## src/rtl/conv_pkg.sv

```systemverilog
// Shared types and widths for the conv tile scheduler and its pooling stage.
package conv_pkg;
  localparam int PIX_W     = 8;
  localparam int KW_W      = 8;
  localparam int CONV_W    = 20;
  localparam int TILE_BITS = 128;
  localparam int KERN_BITS = 72;
  localparam int IDX_W     = 8;

  typedef enum logic [1:0] {IDLE, FETCH, COMPUTE, OUT} sched_state_e;

  typedef logic signed [CONV_W-1:0] conv_res_t;
endpackage

```

## src/rtl/conv_tile_sched_pool_max4.sv

```systemverilog
// Combinational signed 2x2 max-pool of four conv results.
// Build option CONV_POOL_RELU_EN clamps a negative pooled value to zero.
module pool_max4
  import conv_pkg::*;
(
  input  conv_res_t r00,
  input  conv_res_t r01,
  input  conv_res_t r10,
  input  conv_res_t r11,
  output conv_res_t pool_max
);
  function automatic conv_res_t smax(input conv_res_t a, input conv_res_t b);
    return (a > b) ? a : b;
  endfunction

  function automatic conv_res_t relu(input conv_res_t v);
`ifdef CONV_POOL_RELU_EN
    return v[CONV_W-1] ? conv_res_t'(0) : v;
`else
    return v;
`endif
  endfunction

  assign pool_max = relu(smax(smax(r00, r01), smax(r10, r11)));
endmodule

```

## src/rtl/conv_tile_sched.sv

```systemverilog
// Walks a TILES_X x TILES_Y tile grid, feeds each tile and the kernel to the conv
// channel, and streams one 2x2 max-pooled value per tile (CONV_POOL_RELU_EN optional).
module conv_tile_sched
  import conv_pkg::*;
#(
  parameter int TILES_X  = 3,
  parameter int TILES_Y  = 3,
  parameter int CONV_LAT = 1
) (
  input  logic                 clk,
  input  logic                 rst,
  input  logic                 start,
  input  logic [KERN_BITS-1:0] kernel_in,
  output logic                 busy,
  output logic                 done,
  output logic                 tile_req,
  output logic [IDX_W-1:0]     tile_x,
  output logic [IDX_W-1:0]     tile_y,
  input  logic                 tile_vld,
  input  logic [TILE_BITS-1:0] tile_data,
  output logic [TILE_BITS-1:0] conv_image,
  output logic [KERN_BITS-1:0] conv_kernel,
  input  logic [4*CONV_W-1:0]  conv_res,
  output logic                 pool_valid,
  input  logic                 pool_ready,
  output conv_res_t            pool_data,
  output logic [IDX_W-1:0]     pool_x,
  output logic [IDX_W-1:0]     pool_y
);
  localparam logic [IDX_W-1:0] TX_LAST  = IDX_W'(TILES_X - 1);
  localparam logic [IDX_W-1:0] TY_LAST  = IDX_W'(TILES_Y - 1);
  localparam logic [2:0]       CNT_LAST = 3'(CONV_LAT);

  sched_state_e     state_q, state_d;
  logic [IDX_W-1:0] tx_q, ty_q;
  logic [2:0]       cnt_q;
  logic             launch, accept, res_take, hs, last_tile;
  conv_res_t        pool_max_p0;

  assign tile_req  = (state_q == FETCH);
  assign tile_x    = tx_q;
  assign tile_y    = ty_q;
  assign launch    = (state_q == IDLE) && start;
  assign accept    = tile_req && tile_vld;
  assign res_take  = (state_q == COMPUTE) && (cnt_q == CNT_LAST);
  assign hs        = (state_q == OUT) && pool_valid && pool_ready;
  assign last_tile = (tx_q == TX_LAST) && (ty_q == TY_LAST);

  pool_max4 u_pool (
    .r00      (conv_res[0*CONV_W +: CONV_W]),
    .r01      (conv_res[1*CONV_W +: CONV_W]),
    .r10      (conv_res[2*CONV_W +: CONV_W]),
    .r11      (conv_res[3*CONV_W +: CONV_W]),
    .pool_max (pool_max_p0)
  );

  always_comb begin
    state_d = state_q;
    case (state_q)
      IDLE:    if (start)    state_d = FETCH;
      FETCH:   if (accept)   state_d = COMPUTE;
      COMPUTE: if (res_take) state_d = OUT;
      OUT:     if (hs)       state_d = last_tile ? IDLE : FETCH;
      default:               state_d = IDLE;
    endcase
  end

  always_ff @(posedge clk) begin
    if (rst) begin
      state_q    <= IDLE;
      tx_q       <= '0;
      ty_q       <= '0;
      cnt_q      <= '0;
      busy       <= 1'b0;
      done       <= 1'b0;
      pool_valid <= 1'b0;
    end else begin
      state_q <= state_d;
      done    <= hs && last_tile;
      if (launch) begin
        tx_q <= '0;
        ty_q <= '0;
        busy <= 1'b1;
      end
      if (accept) cnt_q <= '0;
      else if (state_q == COMPUTE) cnt_q <= cnt_q + 3'd1;
      if (res_take) pool_valid <= 1'b1;
      else if (hs) pool_valid <= 1'b0;
      // Row-major advance; the final handshake ends the pass instead
      if (hs) begin
        if (last_tile) begin
          busy <= 1'b0;
        end else if (tx_q == TX_LAST) begin
          tx_q <= '0;
          ty_q <= ty_q + 1'b1;
        end else begin
          tx_q <= tx_q + 1'b1;
        end
      end
    end
  end

  // Stage boundary: held conv operands and the registered pooled result
  always_ff @(posedge clk) begin
    if (rst) begin
      conv_image  <= '0;
      conv_kernel <= '0;
      pool_data   <= '0;
      pool_x      <= '0;
      pool_y      <= '0;
    end else begin
      if (launch) conv_kernel <= kernel_in;
      if (accept) conv_image  <= tile_data;
      if (res_take) begin
        pool_data <= pool_max_p0;
        pool_x    <= tx_q;
        pool_y    <= ty_q;
      end
    end
  end
endmodule
```

## config.mk

```make
export PLATFORM = sky130hd
export DESIGN_NAME = conv_tile_sched
export DESIGN_NICKNAME = d
export VERILOG_FILES = /design/src/rtl/conv_pkg.sv /design/src/rtl/conv_tile_sched_pool_max4.sv /design/src/rtl/conv_tile_sched.sv
export SDC_FILE = /design/constraint.sdc
export NUM_CORES = 1
export LEC_CHECK = 0
export CORE_AREA = 10 10 204 206
export CTS_BUF_LIST = sky130_fd_sc_hd__clkbuf_2
export CTS_CLUSTER_SIZE = 28
export DETAILED_ROUTE_END_ITERATION = 8
export DIE_AREA = 0 0 214 216
export GPL_TIMING_DRIVEN = 0
export PLACE_DENSITY = 0.68
export SYNTH_ARGS = -nofsm -noshare
export SYNTH_HDL_FRONTEND = slang
export SYNTH_SLANG_ARGS = --single-unit
```

## constraint.sdc

```tcl
create_clock -name clk -period 5.2 [get_ports clk]
set_input_delay 0.52 -clock clk [delete_from_list [all_inputs] [get_ports clk]]
set_output_delay 0.52 -clock clk [all_outputs]
set_load 0.005 [all_outputs]
```

==> impl_results.md <==
* CTS root buf: clkbuf_2
* Via/cell ratio at 5.154
* # clock sinks at 260
* Mapped cell area at 0.01315 mm²
* DIE WIDTH at 214 µm
* Largest net degree at the start of global routing at 11
* IO Port Bufs at 539
* Initial antenna violation count at 14
* TritonRoute pass-1 iters at 5
* Antenna viol nets, final at 0
* Post-Place Worst Slack at -0.9146 ns
* Worst setup path category: input pin to flip-flop
* Max incr delay on CP at 0.50 ns
* Area Overhead vs Synth at 51.56%
* FF-to-FF setup slack at 2.41 ns
* Reg2reg end: conv_image[107]
* R2r startpoint: state_q[1]
* Vias in the first global route at 14725
* Row Count at 71
* Fin Clk Skew at 0.05096 ns
* CP arrival at 5.76 ns
* Syn_area_per_cell at 7.534 µm²
* CP max FO at 10
* Status: complete, no violations
* Share of cells above drive strength 1 at 0.07861
* Worst-Margin Slew at 0.7664 ns
* Total track usage at 0.2677
* Via count at 15157
* Worst setup EP type: flip-flop
* Synth cell types at 49
* Die height at 216 µm
* Worst Hold Depth at 3
* Static Leak at 7.431 nW
* Maxcap violations at 0
* #FFs+latches synth at 260
* Final Hold Vio Count at 0
* Setup violators final at 0
* Global-route wire length before repair at 95.08 mm
* Hpwl dp at 52.23 mm
* H-tree lvl count at 3
* Post-CTS Setup Bufs at 0
* Max Clk Rate at 0.2022 GHz
* Final Instance Count excl. Fillers at 2941
* RD Place Congestion at 0.9526
* CTS Buffer Depth at 3
* Relative slew slack at 0.4891
* Initial core utilization at 0.3515
* WL per Instance at 22.32 µm
* PwrDens at 306.2 mW/mm²
* CTS tree: built
* Final worst path period share at 0.9510
* WHS Endpoint: conv_image[22]
* Final WL at 65.63 mm
* Die area at 0.04622 mm²
* Critical path buffers and inverters at 6
* Synth warn at 0
* Cell family with most CP delay: simple AND/OR/NAND/NOR gates
* Reg2Reg Depth at 8
* Tot Pwr at 0.006102 W
* Drt initial violations at 1237
* Worst hold start: tile_data[22]
* Dpl cells at 2795
* Post-route cell area at 0.01993 mm²
* Post-Syn Instances at 1745
* IO Count at 541
* Final-report max-slew violation count at 0
* Post-route minimum period at 4.945 ns
* CP required at 6.02 ns
* Syn_nets at 2101
* HP Class: input pin to flip-flop
* Setup_tns at 0 ns
* Sequential area share after synthesis at 0.3959
* Gr ovfl total at 0
* CP max stage cell: clkdlybuf4s50_1
* Final WS setup at 0.2549 ns
* Area post-placement at 0.01918 mm²
* Core area at 0.03740 mm²
* Worst setup SP type: input pin
* Final Net Count at 2725
* Crit-path cells: clkdlybuf4s50_1 > inv_1 > ha_1 > buf_2 > nand4_1 > nor4_2 > a21boi_0 > or4_1 > buf_2 > a21oi_1 > nor3_1 > inv_1 > ha_1 > nand4_1 > nor4_1 > a21boi_0 > a211oi_1 > mux2i_1 > nand2b_1 > clkbuf_2 > o221ai_1
* Residual DRC count at 0
* Num CTS Buffers at 73
* Maximum vdd drop at 0.2122 mV
* Reg clk slew, reported paths at 0.12 ns
* Clock latency on the worst-skew pair at 0.95 ns
## how the worst max path moves through the flow
stage,endpoint,depth (start not counted),slack (ns),startpoint
2_1_floorplan,pool_data[0],20,1.02,conv_res[39]
3_3_place_gp,pool_data[13],21,-0.83,conv_res[39]
3_5_place_dp,pool_data[4],21,-0.91,conv_res[39]
4_1_cts,pool_data[4],21,0.14,conv_res[39]
5_1_grt,pool_data[10],21,-0.05,conv_res[39]
6_report,pool_data[4],21,0.25,conv_res[39]
## synthesized netlist by cell type, drive strengths merged
master,count,area share
a21oi,312,0.12
nor3,46,0.025
or3,2,0.00095
and3,8,0.0038
inv,73,0.021
a22oi,2,0.0011
o21a,2,0.0011
ha,71,0.068
nor4b,3,0.0020
nor3b,4,0.0023
and2,4,0.0019
a2111oi,2,0.0013
o221ai,21,0.014
o22a,1,0.00067
nand4b,4,0.0027
o211ai,1,0.00057
nor4,4,0.0019
buf,23,0.0092
a221oi,1,0.00067
nand3b,20,0.011
nand4,15,0.0083
nor2,32,0.0091
or2,2,0.00095
nand3,89,0.041
a31oi,2,0.00095
a311oi,3,0.0020
a211oi,2,0.0011
clkbuf,104,0.030
nand2b,85,0.040
xor2,1,0.00067
o22ai,41,0.020
nand2,449,0.13
a21boi,23,0.013
a21o,4,0.0023
o21ai,20,0.0076
nor2b,4,0.0019
mux2i,2,0.0015
dfxtp,260,0.40
xnor2,1,0.00067
or4,2,0.0011
## what timing repair did
action	in CTS	in global routing
endpoints found under the setup margin	0	20
hold buffers	10	0
endpoints found under the hold margin	10	0
gates resized for setup	0	9
## placed cells by master, fill, tap and decap left out, types with 3 or more instances in the layout
cell type and n:
clkdlybuf4s50_1 539, nand2_1 449, a21oi_1 293, dfxtp_1 260
clkbuf_2 103, clkbuf_1 100, nand2b_1 85, inv_1 73
ha_1 71, nand3_1 69, o22ai_1 41, nor2_1 32
nor3_1 26, a21boi_0 23, o221ai_1 21, nand3_2 20
nor3_2 20, nand3b_1 20, a21oi_2 19, o21ai_0 19
nand4_1 14, diode_2 13, clkinv_1 13, buf_2 10
dlygate4sd3_1 10, buf_1 9, and3_1 8, clkinv_2 6
a21o_1 4, nor2b_1 4, and2_1 4, nor3b_1 4
nand4b_1 4, nor4_1 3, nor4b_1 3, a311oi_1 3
inv_2 3
## layout make-up
cell class                      instances  area, µm²
Multi-Input combinational cell       1285       7163
Buffer                                127      516.7
Sequential cell                       260       5205
Antenna cell                           13      32.53
Clock buffer                           99      495.5
Fill cell                            3638      17470
Tap cell                              511      639.4
Inverter                               73      274.0
Timing Repair Buffer                  549       5495
Clock inverter                         24      105.1
## worst register-to-register path, delay by kind of cell (launching register included)
kind                       cells  cell delay, ns
AOI/OAI and AO/OA              1            0.18
adders and majority gates      1            0.24
buffers and inverters          4            1.50
DFF                            1            0.35
and+or+nand+nor                2            0.46
## metal layers
metal | part of all wire | track usage
met2 | 0.48 | 0.4480
met1 | 0.40 | 0.3112
met4 | 0.028 | 0.09426
met3 | 0.098 | 0.09357
met5 | 0.00035 | 0
## power by group
part           leakage [nW]  internal (W)  switching [W]  total, W
registers              2.11       0.00224       0.000153   0.00239
logic                  4.85       0.00103        0.00123   0.00226
clock network         0.468      0.000517       0.000929   0.00145
total                  7.43       0.00379        0.00232   0.00610
## stage by stage
step / utilization / hold WS, ns
CTS: 0.5316 / 0.0001361
global route: 0.5328 / 0.01371
global placement: 0.5129 / 0.4411
finish: 0.5328 / 0.06670
detailed placement: 0.5129 / 0.4459
floorplan: - / 0.4527
## flip-flops by register name (all words and copies together) (netlist names)
| signal | flops |
|---|---|
| pool_x | 8 |
| tile_y | 8 |
| conv_image | 128 |
| cnt_q | 3 |
| pool_y | 8 |
| conv_kernel | 72 |
| tile_x | 8 |
| busy | 1 |
| state_q | 2 |
| pool_data | 20 |
| pool_valid | 1 |
| done | 1 |
## logic make-up after synthesis
group                      after synthesis  share of synthesized area
muxes                                    2                   0.001523
AOI/OAI and AO/OA                      437                     0.1903
xor gates and xnor gates                 2                   0.001333
adders and majority gates               71                    0.06757
and+or+nand+nor                        773                     0.2836
buffers and inverters                  200                    0.05976
DFF                                    260                     0.3959
No activity file was read; power rests on OpenSTA's default activity.
